**src/rtl/cache_bus_pkg.sv**
```systemverilog
// Shared types and constants for the cache-to-memory arbiter slice.
// The CACHE_ARB_ROUND_ROBIN_EN macro selects the tie-break policy in arb_pick.
package cache_bus_pkg;

    localparam int WORD_BYTES = 4;
    localparam int STRB_W     = 4;
    localparam int DATA_W     = WORD_BYTES * 8;

    typedef enum logic [2:0] {
        IDLE,
        I_ADDR,
        D_ADDR,
        RDATA,
        WDATA,
        WRESP
    } arb_state_t;

    typedef enum logic {
        OWN_I,
        OWN_D
    } owner_t;

endpackage

```
**src/rtl/cache_mem_arbiter_arb_pick.sv**
```systemverilog
// Tie-break between ICache and DCache requests seen in IDLE.
// CACHE_ARB_ROUND_ROBIN_EN: alternate on ties; otherwise DCache always wins.
module arb_pick
    import cache_bus_pkg::*;
(
    input  logic clk,
    input  logic rst,
    input  logic i_req,
    input  logic d_req,
    input  logic i_gnt,
    input  logic d_gnt,
    output logic pick_d
);

`ifdef CACHE_ARB_ROUND_ROBIN_EN
    owner_t last_owner;

    always_ff @(posedge clk or posedge rst) begin
        if (rst) begin
            last_owner <= OWN_I;
        end else if (d_gnt) begin
            last_owner <= OWN_D;
        end else if (i_gnt) begin
            last_owner <= OWN_I;
        end
    end

    // On a tie the requester that did not win last time goes first.
    assign pick_d = d_req && !(i_req && (last_owner == OWN_D));
`else
    logic unused_rr;

    assign unused_rr = ^{clk, rst, i_req, i_gnt, d_gnt};
    assign pick_d    = d_req;
`endif

endmodule

```
**src/rtl/cache_mem_arbiter.sv**
```systemverilog
// Shares one memory port between ICache refills and DCache reads/writes,
// one transaction at a time. Tie-break policy: CACHE_ARB_ROUND_ROBIN_EN.
module cache_mem_arbiter
    import cache_bus_pkg::*;
#(
    parameter int LINE_WORDS = 8,
    parameter int BEAT_W     = 4
) (
    input  logic              clk,
    input  logic              rst,
    input  logic              i_rd_req,
    input  logic [31:0]       i_rd_addr,
    output logic              i_rd_gnt,
    output logic              i_rd_valid,
    output logic [31:0]       i_rd_data,
    output logic              i_rd_last,
    input  logic              d_req,
    input  logic              d_we,
    input  logic              d_burst,
    input  logic [31:0]       d_addr,
    input  logic [STRB_W-1:0] d_wstrb,
    input  logic [31:0]       d_wdata,
    output logic              d_gnt,
    output logic              d_wready,
    output logic              d_rvalid,
    output logic [31:0]       d_rdata,
    output logic              d_rlast,
    output logic              d_bdone,
    output logic              m_req,
    output logic              m_we,
    output logic [7:0]        m_len,
    output logic [31:0]       m_addr,
    output logic [STRB_W-1:0] m_wstrb,
    input  logic              m_addr_ok,
    output logic              m_wvalid,
    output logic [31:0]       m_wdata,
    output logic              m_wlast,
    input  logic              m_wready,
    input  logic              m_rvalid,
    input  logic [31:0]       m_rdata,
    input  logic              m_rlast,
    input  logic              m_bvalid
);

    localparam logic [7:0] LINE_LEN = 8'(LINE_WORDS - 1);

    arb_state_t        state;
    owner_t            owner;
    logic [BEAT_W-1:0] beat_cnt;
    logic              pick_d;
    logic              rd_to_i;
    logic              rd_to_d;
    logic              in_wdata;

    arb_pick u_pick (
        .clk    (clk),
        .rst    (rst),
        .i_req  (i_rd_req),
        .d_req  (d_req),
        .i_gnt  (i_rd_gnt),
        .d_gnt  (d_gnt),
        .pick_d (pick_d)
    );

    // Address-phase fields are captured in IDLE and held until memory accepts them.
    always_ff @(posedge clk or posedge rst) begin
        if (rst) begin
            state    <= IDLE;
            owner    <= OWN_D;
            beat_cnt <= '0;
            m_req    <= 1'b0;
            m_we     <= 1'b0;
            m_len    <= '0;
            m_addr   <= '0;
            m_wstrb  <= '0;
        end else begin
            case (state)
                IDLE: begin
                    if (pick_d) begin
                        owner   <= OWN_D;
                        state   <= D_ADDR;
                        m_req   <= 1'b1;
                        m_we    <= d_we;
                        m_len   <= d_burst ? LINE_LEN : 8'd0;
                        m_addr  <= d_addr;
                        m_wstrb <= d_we ? d_wstrb : '0;
                    end else if (i_rd_req) begin
                        owner   <= OWN_I;
                        state   <= I_ADDR;
                        m_req   <= 1'b1;
                        m_we    <= 1'b0;
                        m_len   <= LINE_LEN;
                        m_addr  <= i_rd_addr;
                        m_wstrb <= '0;
                    end
                end
                I_ADDR, D_ADDR: begin
                    if (m_addr_ok) begin
                        beat_cnt <= m_len[BEAT_W-1:0];
                        state    <= m_we ? WDATA : RDATA;
                        m_req    <= 1'b0;
                        m_we     <= 1'b0;
                        m_len    <= '0;
                        m_addr   <= '0;
                    end
                end
                RDATA: begin
                    if (m_rvalid && m_rlast) begin
                        state <= IDLE;
                    end
                end
                WDATA: begin
                    if (m_wready) begin
                        if (beat_cnt == '0) begin
                            state   <= WRESP;
                            m_wstrb <= '0;
                        end else begin
                            beat_cnt <= beat_cnt - 1'b1;
                        end
                    end
                end
                WRESP: begin
                    if (m_bvalid) begin
                        state <= IDLE;
                    end
                end
                default: state <= IDLE;
            endcase
        end
    end

    assign rd_to_i  = (state == RDATA) && (owner == OWN_I);
    assign rd_to_d  = (state == RDATA) && (owner == OWN_D);
    assign in_wdata = (state == WDATA);

    assign i_rd_gnt   = (state == I_ADDR) && m_addr_ok;
    assign d_gnt      = (state == D_ADDR) && m_addr_ok;

    // Read beats go straight through to the owner; the other side sees zeros.
    assign i_rd_valid = rd_to_i && m_rvalid;
    assign i_rd_data  = rd_to_i ? m_rdata : '0;
    assign i_rd_last  = rd_to_i && m_rlast;
    assign d_rvalid   = rd_to_d && m_rvalid;
    assign d_rdata    = rd_to_d ? m_rdata : '0;
    assign d_rlast    = rd_to_d && m_rlast;

    assign m_wvalid   = in_wdata;
    assign m_wdata    = in_wdata ? d_wdata : '0;
    assign m_wlast    = in_wdata && (beat_cnt == '0);
    assign d_wready   = in_wdata && m_wready;
    assign d_bdone    = (state == WRESP) && m_bvalid;

endmodule

```
**config.mk**
```make
export PLATFORM = sky130hd
export DESIGN_NAME = cache_mem_arbiter
export DESIGN_NICKNAME = d
export VERILOG_FILES = /design/src/rtl/cache_bus_pkg.sv /design/src/rtl/cache_mem_arbiter_arb_pick.sv /design/src/rtl/cache_mem_arbiter.sv
export SDC_FILE = /design/constraint.sdc
export NUM_CORES = 1
export LEC_CHECK = 0
export CAP_MARGIN = 15
export CORE_AREA = 2 2 115 117
export DETAILED_ROUTE_END_ITERATION = 10
export DIE_AREA = 0 0 117 119
export HOLD_SLACK_MARGIN = 0.03
export PLACE_DENSITY = 0.68
export SLEW_MARGIN = 5
export SYNTH_ARGS = -nofsm -noshare
export SYNTH_HDL_FRONTEND = slang
export SYNTH_SLANG_ARGS = --single-unit
```
**constraint.sdc**
```tcl
create_clock -name clk -period 3.5 [get_ports clk]
set_input_delay 0.875 -clock clk [delete_from_list [all_inputs] [get_ports clk]]
set_output_delay 0.875 -clock clk [all_outputs]
set_load 0.05 [all_outputs]
```
== After elaboration in Yosys (flattened, before gate mapping) ==
Index checks and enable logic that the tools add are counted.
Word-level totals
  register bits: 54
  input port bits: 143
  output and inout port bits: 152
Operators by class
  add/sub/neg operators: 1
  eq/ne operators: 12
  muxes and demuxes: 39
  bitwise operators: 1
  reductions and logical operators: 24
Operator list (count)
  two-way mux 32 bit: 6
  one-hot mux 32 bit (2 select lines): 1
  two-way mux 4 bit: 8
  two-way mux 3 bit: 9
  two-way mux 8 bit: 3
  one-hot mux 4 bit (2 select lines): 2
  one-hot mux 8 bit (2 select lines): 1
  one-hot mux 3 bit (5 select lines): 1
  logical AND 1 bit: 12
  inequality test 2 bit (second input constant): 5
  AND reduction 4 bit: 2
  nonzero test 2 bit: 4
  == test 3 x 2 -> 1 bit (second input constant): 2
  == test 3 bit (second input constant): 2
  two-way mux 1 bit: 6
  AND reduction 6 bit: 1
  zero test 4 bit: 1
  one-hot mux 1 bit (2 select lines): 2
  subtractor 4 x 1 -> 4 bit (second input constant): 1
  == test 3 x 1 -> 1 bit (second input constant): 1
  zero test 3 bit: 1
  inequality test 3 bit (second input constant): 1
  AND reduction 3 bit: 1
  inequality test 2 x 1 -> 1 bit (second input constant): 1
  other kinds (3): 3

== Depth between registers and ports, before layout ==
  depth after elaboration: 4
  depth in mapped cells: 7

== Modules after synthesis ==
Synthesis repeated with hierarchy kept, for this count alone.
Second synthesis, totals
  cells, all modules: 365
  area, all modules: 3333.2 µm²
By module, submodules not included
  cache_mem_arbiter: times used 1, cells each 364, area an instance 3325.7 µm², sequential area each 1177.4 µm²
  arb_pick: times used 1, cells each 1, area an instance 7.5 µm², sequential area each 0.0 µm²

== Worst setup path after synthesis ==
No wires, ideal clock.
  kind: in2out
  start: in m_wready
  end: out d_wready
  data arrival time: 1989 ps
  data required time: 2625 ps
  setup slack: 636 ps
  stages on the path: 2
  buffers on the path: 0
  path through: nand2_1 -> nor3_1
Between the ends
  longest elaborated chain between the ends: 1
RTL lines
  from (decl): RTL line cache_mem_arbiter.sv:38  | input logic m_wready,
  logical AND 1 bit: RTL line cache_mem_arbiter.sv:150  | assign d_wready = in_wdata && m_wready;
  to (decl): RTL line cache_mem_arbiter.sv:24  | output logic d_wready,
No other way between the ends.

== Worst setup path in the final report ==
  start: in m_addr_ok
  end: out d_gnt
Between the ends
  longest elaborated chain between the ends: 1
RTL lines
  from (decl): RTL line cache_mem_arbiter.sv:34  | input logic m_addr_ok,
  logical AND 1 bit: RTL line cache_mem_arbiter.sv:137  | assign d_gnt = (state == D_ADDR) && m_addr_ok;
  to (decl): RTL line cache_mem_arbiter.sv:23  | output logic d_gnt,
No other way between the ends.

==> flow_summary_export.csv <==
group,metric,value,unit
status,status,"completed",
worst_hold_path,hold_depth,2,
final_layout,num-nets-final,780,
critical_path,cp.required,2.62,ns
synthesis,yosys.area.top_type,"dfrtp_1",
synthesis,syn-instance-count,363,
clock_network,path_clk_slew,0.06,ns
die,dieArea,13900,um^2
worst_hold_path,hold_end,"m_addr[12]",
critical_path,r2r_cells,5,
synthesis,async_reset_ff_share,100,%
routing,viasPerCell,4.40,
job,drv_cap,0,
die,die_w,117,um
sta,period_needed,3.17,ns
global_routing,grt_pass1_vias,3485,
final_layout,final_cells,813,
critical_path,rrSetupSlack,1.39,ns
clock_network,cts-root-buf,"clkbuf_16",
synthesis,netlist_top_cells_area,"dfrtp_1 (35%), and2_1 (19%), mux2i_1 (10%)",
placement,gp_congestion,0.823,
critical_path,cp-start-kind,"primary input",
routing,wl_per_cell,15.6,um
die,ios,295,
sta,drv_slew,0,
die,rows,42,
clock_network,clock_sinks,47,
synthesis,ys.flop_type,"dfrtp_1",
critical_path,worstReg2RegStart,"state[1]",
routing,ant_nets,0,
sta,fin_skew,0.00855,ns
sta,finalCritPeriodShare,90.6,%
critical_path,crit_type,"in2out",
die,initial_core_util,25.8,%
routing,dr_total_vias,3579,
critical_path,timing.rr.end,"m_addr[25]",
clock_network,cts_setup_buffers,0,
die,dieHeight,119,um
clock_network,cts_tree,"done",
routing,first_pass_iters,4,
clock_network,cts_buffer_depth,2,
sta,rsz0062_at_grt,"false",
final_layout,drive_gt1_share,21.9,%
placement,placed_cells,804,
clock_network,cts_resized,0,
global_routing,grt-ovfl-total,0,
sta,fin_tns_setup,0,ns
final_layout,mostFrequentLayoutCells,"clkdlybuf4s50_1 (182), buf_12 (105), and2_1 (100), dfrtp_1 (46), nand2_1 (41)",
placement,post-dp-hpwl,10800,um
worst_hold_path,hold_path_class,"reg2reg",
critical_path,endpoint_kind,"primary output",
synthesis,yosys_register_bits,47,
clock_network,cts-buffers-inserted,5,
clock_network,cts_hold_buf,0,
pwr,p_per_area,769,nW/um^2
pwr,totalPowerFinal,5.75,mW
synthesis,syn_area_per_cell,9.13,um^2
synthesis,synth_edf_count,0,
sta,relSlewSlack,36.0,%
synthesis,ys_warn_count,0,
routing,drtIter0Drc,105,
global_routing,antenna_found_initial,1,
global_routing,grt_max_degree,48,
clock_network,worstSkewPairLatency,0.28,ns
die,floorplan.core_area,12900,um^2
final_layout,area_growth,126,%
critical_path,crit_path_max_fanout,5,
sta,hold_viol_final,0,
pwr,leakage,3.16,nW
worst_hold_path,min_from,"m_addr[12]",
synthesis,synth-seq-area-share,35.5,%
sta,worst-slew-pin-transition,0.958,ns
global_routing,grt_pass1_wl,19200,um
sta,finalSetupViolations,0,
routing,routed_wl,12700,um
synthesis,netlist_area,3320,um^2
placement,numPortBuffers,289,
final_layout,layout_commonest_cell,"clkdlybuf4s50_1",
sta,max_freq,315,MHz
critical_path,critPathArrivalTime,2.30,ns
global_routing,grt_usage,17.7,%
clock_network,ctsHtreeMaxLevel,2,
pwr,vdd_drop_max,0.374,mV
synthesis,synth.top_cell.area_share,34.7,%
final_layout,fillers,1103,
routing,post-route-drc-count,0,
synthesis,synth_cell_type_count,40,
## worst max-delay path: stages
cell and delay [ns]:
clkdlybuf4s50_1 0.59, nor2b_1 0.36, nand2_1 0.10, nor2_1 0.20, buf_12 0.17
## how the worst max path moves through the flow
stage          slack, ns  cells past startpoint      start  endpoint
3_3_place_gp        0.34                      5  m_addr_ok     d_gnt
5_1_grt             0.25                      5  m_addr_ok     d_gnt
6_report            0.33                      5  m_addr_ok     d_gnt
3_5_place_dp        0.32                      5  m_addr_ok     d_gnt
4_1_cts             0.32                      5  m_addr_ok     d_gnt
2_1_floorplan       0.64                      2   m_wready  d_wready
## cell type report
| class | instances | area, um^2 | share of cell area [%] |
|---|---|---|---|
| diodes | 1 | 2.50 | 0.0335 |
| well taps | 176 | 220 | 2.94 |
| clock inverters | 1 | 8.76 | 0.117 |
| repair buffers | 298 | 4000 | 53.5 |
| clock buffers | 7 | 143 | 1.91 |
| multi-input cells | 275 | 1890 | 25.3 |
| inverters | 8 | 30.0 | 0.402 |
| flip-flops and latches | 47 | 1180 | 15.7 |
## cells by family after synthesis
group           after synthesis  share of synthesized area [%]
fa+ha+maj                     2                          0.755
other cells                   1                          0.113
buf+inv                      45                           8.08
flops                        47                           35.5
simple gates                167                           28.5
xor+xnor                      1                          0.264
mux                          33                           9.96
compound gates               67                           16.8
## registers in the layout, summed over array words and instances, names as in the netlist
signal,cells
m_addr,32
beat_cnt,4
m_wstrb,4
state,3
m_len,1
m_req,1
m_we,1
owner,1
## power breakdown
part           switching, mW  internal, mW  total [mW]
clock                  0.192         0.286       0.478
sequential             0.143         0.764       0.907
combinational           2.58          1.78        4.36
total                   2.92          2.83        5.75
## cell usage after synthesis, types with 2 or more instances
master and n:
and2_1 100, dfrtp_1 46, nand2_1 41, mux2i_1 33, o31ai_1 28, clkbuf_1 14
buf_4 8, buf_6 8, inv_1 8, nor2_1 8, o31ai_2 8, buf_2 7
nor2b_1 7, a22o_1 6, o21ai_0 5, a21oi_1 4, a31oi_1 3, and3_1 3
a21o_1 2, ha_1 2, nor3_1 2, o32a_1 2
## metrics by stage
step | utilization (%) | hold slack [ns] | setup slack (ns) | instance area, um^2
after CTS | 58.1 | 0.484 | 0.317 | 7480
after floorplan | - | 0.485 | 0.636 | 3330
after detailed placement | 56.9 | 0.469 | 0.323 | 7320
after global placement | 56.9 | 0.461 | 0.337 | 7320
final | 58.1 | 0.476 | 0.329 | 7480
after global routing | 58.1 | 0.507 | 0.252 | 7480
## metal layers
metal  share of wire (%)  track usage, %  vias to the layer above
li1                    -               -                     1767
met1                  38            20.1                     1648
met2                  53            32.8                      156
met4                 1.4            3.90                        0
met5                   0               0                        -
met3                 7.8            4.22                        8
(Power assumes the default switching activity.)
